$ cat src/rtl/midi_pkg.sv
// Shared MIDI decoder definitions: status nibbles, parser state encoding and
// the data-byte count for each channel-voice message type.
package midi_pkg;

    localparam logic [3:0] ST_NOTE_OFF = 4'h8;
    localparam logic [3:0] ST_NOTE_ON  = 4'h9;
    localparam logic [3:0] ST_CC       = 4'hB;
    localparam logic [3:0] ST_PROG     = 4'hC;
    localparam logic [3:0] ST_CHPRESS  = 4'hD;

    typedef enum logic [1:0] {
        S_IDLE = 2'd0,
        S_D1   = 2'd1,
        S_D2   = 2'd2
    } state_e;

    // Program change and channel pressure carry one data byte; all others two.
    function automatic logic [1:0] midi_data_len(input logic [3:0] nibble);
        if (nibble == ST_PROG || nibble == ST_CHPRESS) begin
            return 2'd1;
        end
        return 2'd2;
    endfunction

endpackage

$ cat src/rtl/midi_note_decoder_if.sv
// Byte-stream input and note-event output bundle of the MIDI note decoder.
// Handshake: byte_in is consumed on every clk edge where byte_rdy=1 (no backpressure); note_on/note_off/all_off are single-cycle strobes, note/velocity are level outputs.
interface midi_note_decoder_if;
    logic       byte_rdy;
    logic [7:0] byte_in;
    logic [3:0] ch_sel;
    logic       note_on;
    logic       note_off;
    logic [6:0] note;
    logic [6:0] velocity;
    logic       all_off;

    modport master (
        output byte_rdy, byte_in, ch_sel,
        input  note_on, note_off, note, velocity, all_off
    );

    modport slave (
        input  byte_rdy, byte_in, ch_sel,
        output note_on, note_off, note, velocity, all_off
    );
endinterface

$ cat src/rtl/midi_note_decoder.sv
// MIDI byte-stream parser producing note_on/note_off/all_off strobes with note and velocity.
// Optional macro MIDI_CH_FILTER_EN: accept only messages on channel ch_sel (omni otherwise).
module midi_note_decoder
    import midi_pkg::*;
#(
    parameter logic [6:0] CC_ALL_OFF = 7'd123
) (
    input  logic                 clk,
    input  logic                 rst,
    midi_note_decoder_if.slave   bus,
    output state_e               state_o
);

    state_e     state_q, state_d;
    logic [3:0] st_type_q, st_type_d;
    logic [3:0] st_chan_q, st_chan_d;
    logic [6:0] d1_q, d1_d;
    logic [6:0] note_q, note_d;
    logic [6:0] vel_q, vel_d;
    logic       note_on_q, note_on_d;
    logic       note_off_q, note_off_d;
    logic       all_off_q, all_off_d;

    logic       done;
    logic [6:0] msg_d1;
    logic [6:0] msg_d2;
    logic       ch_match;
    logic       is_realtime;

`ifdef MIDI_CH_FILTER_EN
    assign ch_match = (st_chan_q == bus.ch_sel);
`else
    logic unused_ch;
    assign ch_match  = 1'b1;
    assign unused_ch = ^{bus.ch_sel, st_chan_q};
`endif

    assign is_realtime = (bus.byte_in >= 8'hF8);

    always_comb begin
        state_d    = state_q;
        st_type_d  = st_type_q;
        st_chan_d  = st_chan_q;
        d1_d       = d1_q;
        note_d     = note_q;
        vel_d      = vel_q;
        note_on_d  = 1'b0;
        note_off_d = 1'b0;
        all_off_d  = 1'b0;
        done       = 1'b0;
        msg_d1     = 7'd0;
        msg_d2     = 7'd0;

        if (bus.byte_rdy && !is_realtime) begin
            if (bus.byte_in[7]) begin
                // A new status always restarts framing, dropping any partial message.
                if (bus.byte_in < 8'hF0) begin
                    st_type_d = bus.byte_in[7:4];
                    st_chan_d = bus.byte_in[3:0];
                    state_d   = S_D1;
                end else begin
                    st_type_d = 4'd0;
                    st_chan_d = 4'd0;
                    state_d   = S_IDLE;
                end
            end else begin
                case (state_q)
                    S_D1: begin
                        d1_d = bus.byte_in[6:0];
                        if (midi_data_len(st_type_q) == 2'd1) begin
                            done   = 1'b1;
                            msg_d1 = bus.byte_in[6:0];
                        end else begin
                            state_d = S_D2;
                        end
                    end
                    S_D2: begin
                        done    = 1'b1;
                        msg_d1  = d1_q;
                        msg_d2  = bus.byte_in[6:0];
                        state_d = S_D1;
                    end
                    default: state_d = state_q;
                endcase
            end
        end

        if (done && ch_match) begin
            case (st_type_q)
                ST_NOTE_ON: begin
                    note_d = msg_d1;
                    if (msg_d2 != 7'd0) begin
                        note_on_d = 1'b1;
                        vel_d     = msg_d2;
                    end else begin
                        note_off_d = 1'b1;
                        vel_d      = 7'd0;
                    end
                end
                ST_NOTE_OFF: begin
                    note_off_d = 1'b1;
                    note_d     = msg_d1;
                    vel_d      = msg_d2;
                end
                ST_CC: begin
                    if (msg_d1 == CC_ALL_OFF) begin
                        all_off_d = 1'b1;
                    end
                end
                default: ;
            endcase
        end
    end

    always_ff @(posedge clk) begin
        if (rst) begin
            state_q    <= S_IDLE;
            st_type_q  <= 4'd0;
            st_chan_q  <= 4'd0;
            d1_q       <= 7'd0;
            note_q     <= 7'd0;
            vel_q      <= 7'd0;
            note_on_q  <= 1'b0;
            note_off_q <= 1'b0;
            all_off_q  <= 1'b0;
        end else begin
            state_q    <= state_d;
            st_type_q  <= st_type_d;
            st_chan_q  <= st_chan_d;
            d1_q       <= d1_d;
            note_q     <= note_d;
            vel_q      <= vel_d;
            note_on_q  <= note_on_d;
            note_off_q <= note_off_d;
            all_off_q  <= all_off_d;
        end
    end

    assign bus.note_on  = note_on_q;
    assign bus.note_off = note_off_q;
    assign bus.all_off  = all_off_q;
    assign bus.note     = note_q;
    assign bus.velocity = vel_q;
    assign state_o      = state_q;

endmodule

$ cat src/flat_wrapper.sv
// flat-port wrapper written by rule: the top's interface ports become plain ports
module midi_note_decoder_flat import midi_pkg::*;
#(
    parameter logic [6:0] CC_ALL_OFF = 7'd123
)
  (clk, rst, state_o, bus_byte_rdy, bus_byte_in, bus_ch_sel, bus_note_on, bus_note_off, bus_note, bus_velocity, bus_all_off);
  midi_note_decoder_if bus_i ();
  input  logic clk;
  input  logic rst;
  output state_e state_o;
  input wire logic [$bits(bus_i.byte_rdy)-1:0] bus_byte_rdy;
  input wire logic [$bits(bus_i.byte_in)-1:0] bus_byte_in;
  input wire logic [$bits(bus_i.ch_sel)-1:0] bus_ch_sel;
  output wire logic [$bits(bus_i.note_on)-1:0] bus_note_on;
  output wire logic [$bits(bus_i.note_off)-1:0] bus_note_off;
  output wire logic [$bits(bus_i.note)-1:0] bus_note;
  output wire logic [$bits(bus_i.velocity)-1:0] bus_velocity;
  output wire logic [$bits(bus_i.all_off)-1:0] bus_all_off;
  assign bus_i.byte_rdy = bus_byte_rdy;
  assign bus_i.byte_in = bus_byte_in;
  assign bus_i.ch_sel = bus_ch_sel;
  assign bus_note_on = bus_i.note_on;
  assign bus_note_off = bus_i.note_off;
  assign bus_note = bus_i.note;
  assign bus_velocity = bus_i.velocity;
  assign bus_all_off = bus_i.all_off;
  midi_note_decoder #(.CC_ALL_OFF(CC_ALL_OFF)) u_core (.clk(clk), .rst(rst), .bus(bus_i), .state_o(state_o));
endmodule
$ cat config.mk
export PLATFORM = sky130hd
export DESIGN_NAME = midi_note_decoder_flat
export DESIGN_NICKNAME = d
export VERILOG_FILES = /design/src/rtl/midi_pkg.sv /design/src/rtl/midi_note_decoder_if.sv /design/src/rtl/midi_note_decoder.sv /design/src/flat_wrapper.sv
export SDC_FILE = /design/constraint.sdc
export NUM_CORES = 1
export LEC_CHECK = 0
export ABC_AREA = 1
export CORE_UTILIZATION = 65
export CTS_BUF_LIST = sky130_fd_sc_hd__clkbuf_8
export CTS_CLUSTER_SIZE = 25
export DETAILED_ROUTE_END_ITERATION = 8
export DONT_BUFFER_PORTS = 1
export GPL_TIMING_DRIVEN = 0
export MAX_ROUTING_LAYER = met4
export PLACE_DENSITY = 0.81
export SKIP_CTS_REPAIR_TIMING = 1
export SLEW_MARGIN = 0
export SYNTH_ARGS = -nofsm -noshare
export SYNTH_HDL_FRONTEND = slang
export SYNTH_SLANG_ARGS = --single-unit
$ cat constraint.sdc
create_clock -name clk -period 2.3 [get_ports clk]
set_clock_uncertainty 0.2 [all_clocks]
set_input_delay 0.345 -clock clk [delete_from_list [all_inputs] [get_ports clk]]
set_output_delay 0.345 -clock clk [all_outputs]
set_load 0.1 [all_outputs]
# Word level (Yosys, flattened, before mapping)

Cells that the tools add are included.

Input port bits: 15
Output and inout port bits: 19
Bits in registers: 30
Logic and storage cells: 70

Reductions and logical operators: 15
Bitwise gates (word level): 4
$lt $le $gt $ge: 2
Muxes and demuxes: 31
Eq/ne operators: 10

Operator list:

| operator           | count |
|---|---|
| $mux 7             | 7 |
| $pmux 7 s2         | 2 |
| $eq 4x4->1 const B | 5 |
| $mux 2             | 7 |
| $mux 1             | 11 |
| $ge 8x8->1 const B | 1 |
| $lt 8x8->1 const B | 1 |
| $eq 7x7->1 const B | 1 |
| $reduce_bool 7->1  | 1 |
| $reduce_and 2->1   | 3 |
| $reduce_and 3->1   | 2 |
| $reduce_or 3->1    | 2 |
| $eq 2x1->1 const B | 2 |
| $mux 4             | 1 |
| $not 1->1          | 4 |
| $pmux 1 s2         | 2 |
| $pmux 2 s2         | 1 |
| $reduce_or 2->1    | 2 |
| $ne 3x3->1 const B | 1 |
| $reduce_bool 3->1  | 1 |
| $eq 2x2->1 const B | 1 |
| $reduce_bool 2->1  | 1 |
| $logic_and 1x1->1  | 1 |
| $logic_not 1->1    | 1 |
| $logic_or 1x1->1   | 1 |

# Longest topological paths before layout

Depth after elaboration: 17
Gate-level depth with buffers: 11
Gate-level depth less buffers: 10

# Worst setup path before layout

No wires, ideal clock.

Kind: register to register
Start point: register u_core.state_q[0] (netlist: u_core.state_o[0])
End point: register u_core.note_q[5] (netlist: u_core.bus.note[5])
Cell stages (with the launch flop): 10
Library setup time: 0.119 ns
Slack: -0.145 ns
Data arrival time: 2.126 ns
Cells stage by stage: dfxtp_1 > inv_1 > ha_1 > nor2_1 > nand3_4 > a21oi_2 > buf_6 > nand3_1 > nand2_1 > nor2_1

Word-level cells in the longest chain between the ends: 5
Elaborated cells between the ends (all ways): 9

Ends and longest elaborated chain:

| what                                     | RTL line                 | RTL |
|---|---|---|
| start: declaration                       | midi_note_decoder.sv:14  | `state_e state_q, state_d;` |
| start signal: assignment                 | midi_note_decoder.sv:127 | `state_q <= state_d;` |
| $eq 2x2->1 or $eq 2x1->1 (tied branches) | midi_note_decoder.sv:67  | `case (state_q)` |
| $pmux 1 s2                               | midi_note_decoder.sv:67  |  |
| $mux 1                                   | midi_note_decoder.sv:55  | `if (bus.byte_in[7]) begin` |
| $mux 1                                   | midi_note_decoder.sv:54  | `if (bus.byte_rdy && !is_realtime) begin` |
| $reduce_and 2->1 (no source line)        | --                       |  |
| end signal: assignment                   | midi_note_decoder.sv:131 | `note_q <= note_d;` |
| end: declaration                         | midi_note_decoder.sv:18  | `logic [6:0] note_q, note_d;` |

Parallel ways exist; a longest one is shown, timed or not.
A chain may end at the register's enable or synchronous reset.

# Final worst setup path

Start point: register u_core.state_q[1] (netlist: u_core.state_o[1])
End point: register u_core.note_on_q (netlist: u_core.bus.note_on)

Word-level cells in the longest chain between the ends: 6
Elaborated cells between the ends (all ways): 12

Ends and longest elaborated chain:

| what                                           | RTL line                 | RTL |
|---|---|---|
| $eq 2x2->1 or $eq 2x1->1 (tied branches)       | midi_note_decoder.sv:67  |  |
| $mux 7 or $pmux 1 s2 (tied branches)           | midi_note_decoder.sv:67  |  |
| $mux 7 or $mux 1 (tied branches)               | midi_note_decoder.sv:55  |  |
| $mux 7 or $mux 1 (tied branches)               | midi_note_decoder.sv:54  |  |
| $reduce_bool 7->1 or $not 1->1 (tied branches) | --                       |  |
| $mux 1 or $reduce_or 3->1 (tied branches)      | --                       |  |
| end signal: assignment                         | midi_note_decoder.sv:133 | `note_on_q <= note_on_d;` |
| end: declaration                               | midi_note_decoder.sv:20  | `logic note_on_q, note_on_d;` |

Parallel ways exist; a longest one is shown, timed or not.

==> results.toml <==
[status]
status = "finished clean"

[run]
drv_cap = 0

[yosys]
synth_nets = 231
seq_area_frac_synth_pct = 39.8
syn_area_per_cell_um2 = 7.06
yosysUniqueCellTypes = 27
netlist_instances = 214
ys_seq_elements = 30
yosys_warnings = 0
synth_area_um2 = 1510

[layout]
antenna_cells = 0
drive_gt1_share_pct = 14.0
final_util_pct = 74.9
syn2layout_area_growth_pct = 8.70
stdcell_area_um2 = 1640
final_cells = 250
fillCellCount = 176
fin_nets = 238

[detailed_routing]
wl_mm = 3.38
drt_iter0_markers = 69
drc = 0
viasPerCell = 5.63
wl_per_cell_um = 13.5
firstDrtPassIters = 4
vias = 1407
final_antenna_net_count = 0

[global_route]
grt_use_total_pct = 32.0
grt_pass1_vias = 1296
grt_max_degree = 11
antenna_found_initial = 0
gr-total-overflow = 0
grt_pass1_wl_mm = 5.64

[timing]
relSlewSlack_pct = 34.8
tightest_slew_ns = 0.977
timing.fmax_mhz = 454
hold_viol_final = 0
final-setup-viol-count = 0
fin_crit_sh_pct = 95.7
slew_violations = 0
rsz0062_at_grt = "false"
min_period_ns = 2.20

[setup_path]
cpMaxStageDelayCell = "dfxtp_2"
critical_path_required_ns = 2.32
crit_type = "flip-flop to flip-flop"
worstPathCellList = "ha_1, nor2_1, nand3_4, a21oi_2, buf_6, nand3_1, nor2_1"
end_kind = "flip-flop"
crit_path_max_incr_delay_ns = 0.68
start_kind = "flip-flop"
worstPathMaxFanout = 10
cp_data_arrival_time_ns = 2.22
crit_path_frequent_cell = "nor2_1"

[clocking]
clock_path_buffers = 2
clock_latency_ns = 0.28
numCtsBuffers = 5
clockRootBuffer = "clkbuf_8"
cts_tree = "done"
htreeDepth = 2
clk_pin_slew_ns = 0.06
clock-sinks = 30

[place]
io_buffers = 0
routabilityCongestion = 0.918
post-place-cells = 242
placed_area_um2 = 1550
hpwl_mm = 2.44

[pwr]
fin_total_pwr_mw = 1.06
p_per_area_nw_per_um2 = 647
ir_drop_uv = 600
power_leakage_nw = 0.687

[worst_hold_path]
hold_path.class = "input pin to flip-flop"

[die]
die_y_um = 50.2
initial_core_util_pct = 68.9
ios = 34
rows = 17
die_w_um = 50.2
fp.dieArea_um2 = 2520
core_area_um2 = 2190
## per-stage QoR
step	setup slack (ns)	hold WS, ns	TNS [ns]
2_1_floorplan	0.195	0.230	0
3_3_place_gp	0.0415	0.248	0
3_5_place_dp	0.00797	0.248	0
4_1_cts	-0.00586	0.00173	-0.00586
5_1_grt	0.000427	0.00104	0
6_report	0.0984	0.00312	0
## placed cells by master (no fill, tap or decap)
cell type / netlist / final
nor3_2: 1 / 1
nand3_1: 14 / 14
nand4_1: 4 / 4
nor2b_1: 1 / 1
nor3_1: 2 / 2
a21oi_2: 2 / 2
nor2_4: 1 / 1
buf_2: 3 / 3
dfxtp_4: 0 / 1
nand3_4: 1 / 1
inv_1: 19 / 20
o21ai_0: 9 / 9
nand2_1: 45 / 45
a21boi_2: 1 / 1
nand2_2: 3 / 3
o21a_1: 1 / 1
a21oi_1: 23 / 23
dfxtp_2: 0 / 1
a22oi_1: 2 / 2
inv_2: 1 / 1
ha_1: 2 / 2
clkinv_2: 0 / 1
dfxtp_1: 30 / 28
clkbuf_8: 0 / 6
nand2_4: 1 / 1
nor2_1: 34 / 34
clkbuf_1: 3 / 3
nand3_2: 3 / 3
buf_6: 3 / 3
nor2_2: 2 / 2
o22ai_1: 3 / 3
## report_power, final
group	internal (mW)	switching (mW)	leakage, nW
clock network	0.236	0.186	0.0524
registers	0.530	0.0250	0.244
logic	0.0262	0.0585	0.391
## area by class of cell
cell class / count / area, um2 / share of cell area, %
inverters: 20 / 75.1 / 4.57
well taps: 28 / 35.0 / 2.13
multi-input cells: 155 / 774 / 47.2
clock inverters: 2 / 8.76 / 0.534
plain buffers: 9 / 60.1 / 3.66
clock buffers: 6 / 82.6 / 5.03
flip-flops and latches: 30 / 606 / 36.9
## critical path: cells and delay by family, from the launching register on
kind            cells  cell delay (ns)
simple gates        4             0.58
fa+ha+maj           1             0.34
compound gates      1             0.17
flops               1             0.68
buf+inv             1             0.16
## cell usage after synthesis
cell	number	share of area (%)
buf_6	3	2.2
nor3_2	1	0.66
o21ai_0	9	3.0
clkbuf_1	3	0.75
o22ai_1	3	1.2
nor2_1	34	8.5
nand2_1	45	11
a21oi_1	23	7.6
nor2_2	2	0.83
o21a_1	1	0.50
nand3_2	3	2.0
buf_2	3	0.99
nand3_1	14	4.6
a22oi_1	2	0.99
nor3_1	2	0.66
nand2_4	1	0.75
nand4_1	4	1.7
nor2b_1	1	0.41
dfxtp_1	30	40
a21oi_2	2	1.2
a21boi_2	1	0.75
nand3_4	1	1.2
inv_2	1	0.25
nor2_4	1	0.75
ha_1	2	1.7
nand2_2	3	1.2
inv_1	19	4.7
## cells by family (layout without fill, tap and decap cells)
| family | count (synthesis) | in the layout | synth area share, % |
|---|---|---|---|
| compound gates | 41 | 41 | 15.2 |
| fa+ha+maj | 2 | 2 | 1.66 |
| flops | 30 | 30 | 39.8 |
| buf+inv | 29 | 37 | 8.95 |
| simple gates | 112 | 112 | 34.4 |
## layer usage
metal | GRT usage, % | up-vias | wire, um | part of all wire [%]
li1 | - | 711 | - | -
met1 | 35.9 | 631 | 1430 | 42
met2 | 50.0 | 52 | 1610 | 48
met5 | - | - | 0 | 0
met3 | 6.97 | 13 | 253 | 7.5
met4 | 22.9 | 0 | 89 | 2.6
## state kept, by name (all words and copies together) (netlist names)
signal	flops
u_core.bus.note_on	1
u_core.bus.note	7
u_core.st_type_q	4
u_core.bus.note_off	1
u_core.d1_q	7
u_core.bus.velocity	7
u_core.state_o	2
u_core.bus.all_off	1
## path summary, 6_finish.rpt
check / from / endpoint / slack, ns / cells past startpoint
min: bus_byte_in[5] / u_core.st_type_q[1] / 0.003 / 2
min reg2reg: u_core.d1_q[1] / u_core.d1_q[1] / 0.26 / 2
max: u_core.state_o[1] / u_core.bus.note_on / 0.1 / 7
max reg2reg: u_core.state_o[1] / u_core.bus.note_on / 0.1 / 7
Note: power is estimated with default switching activity, not from simulation.
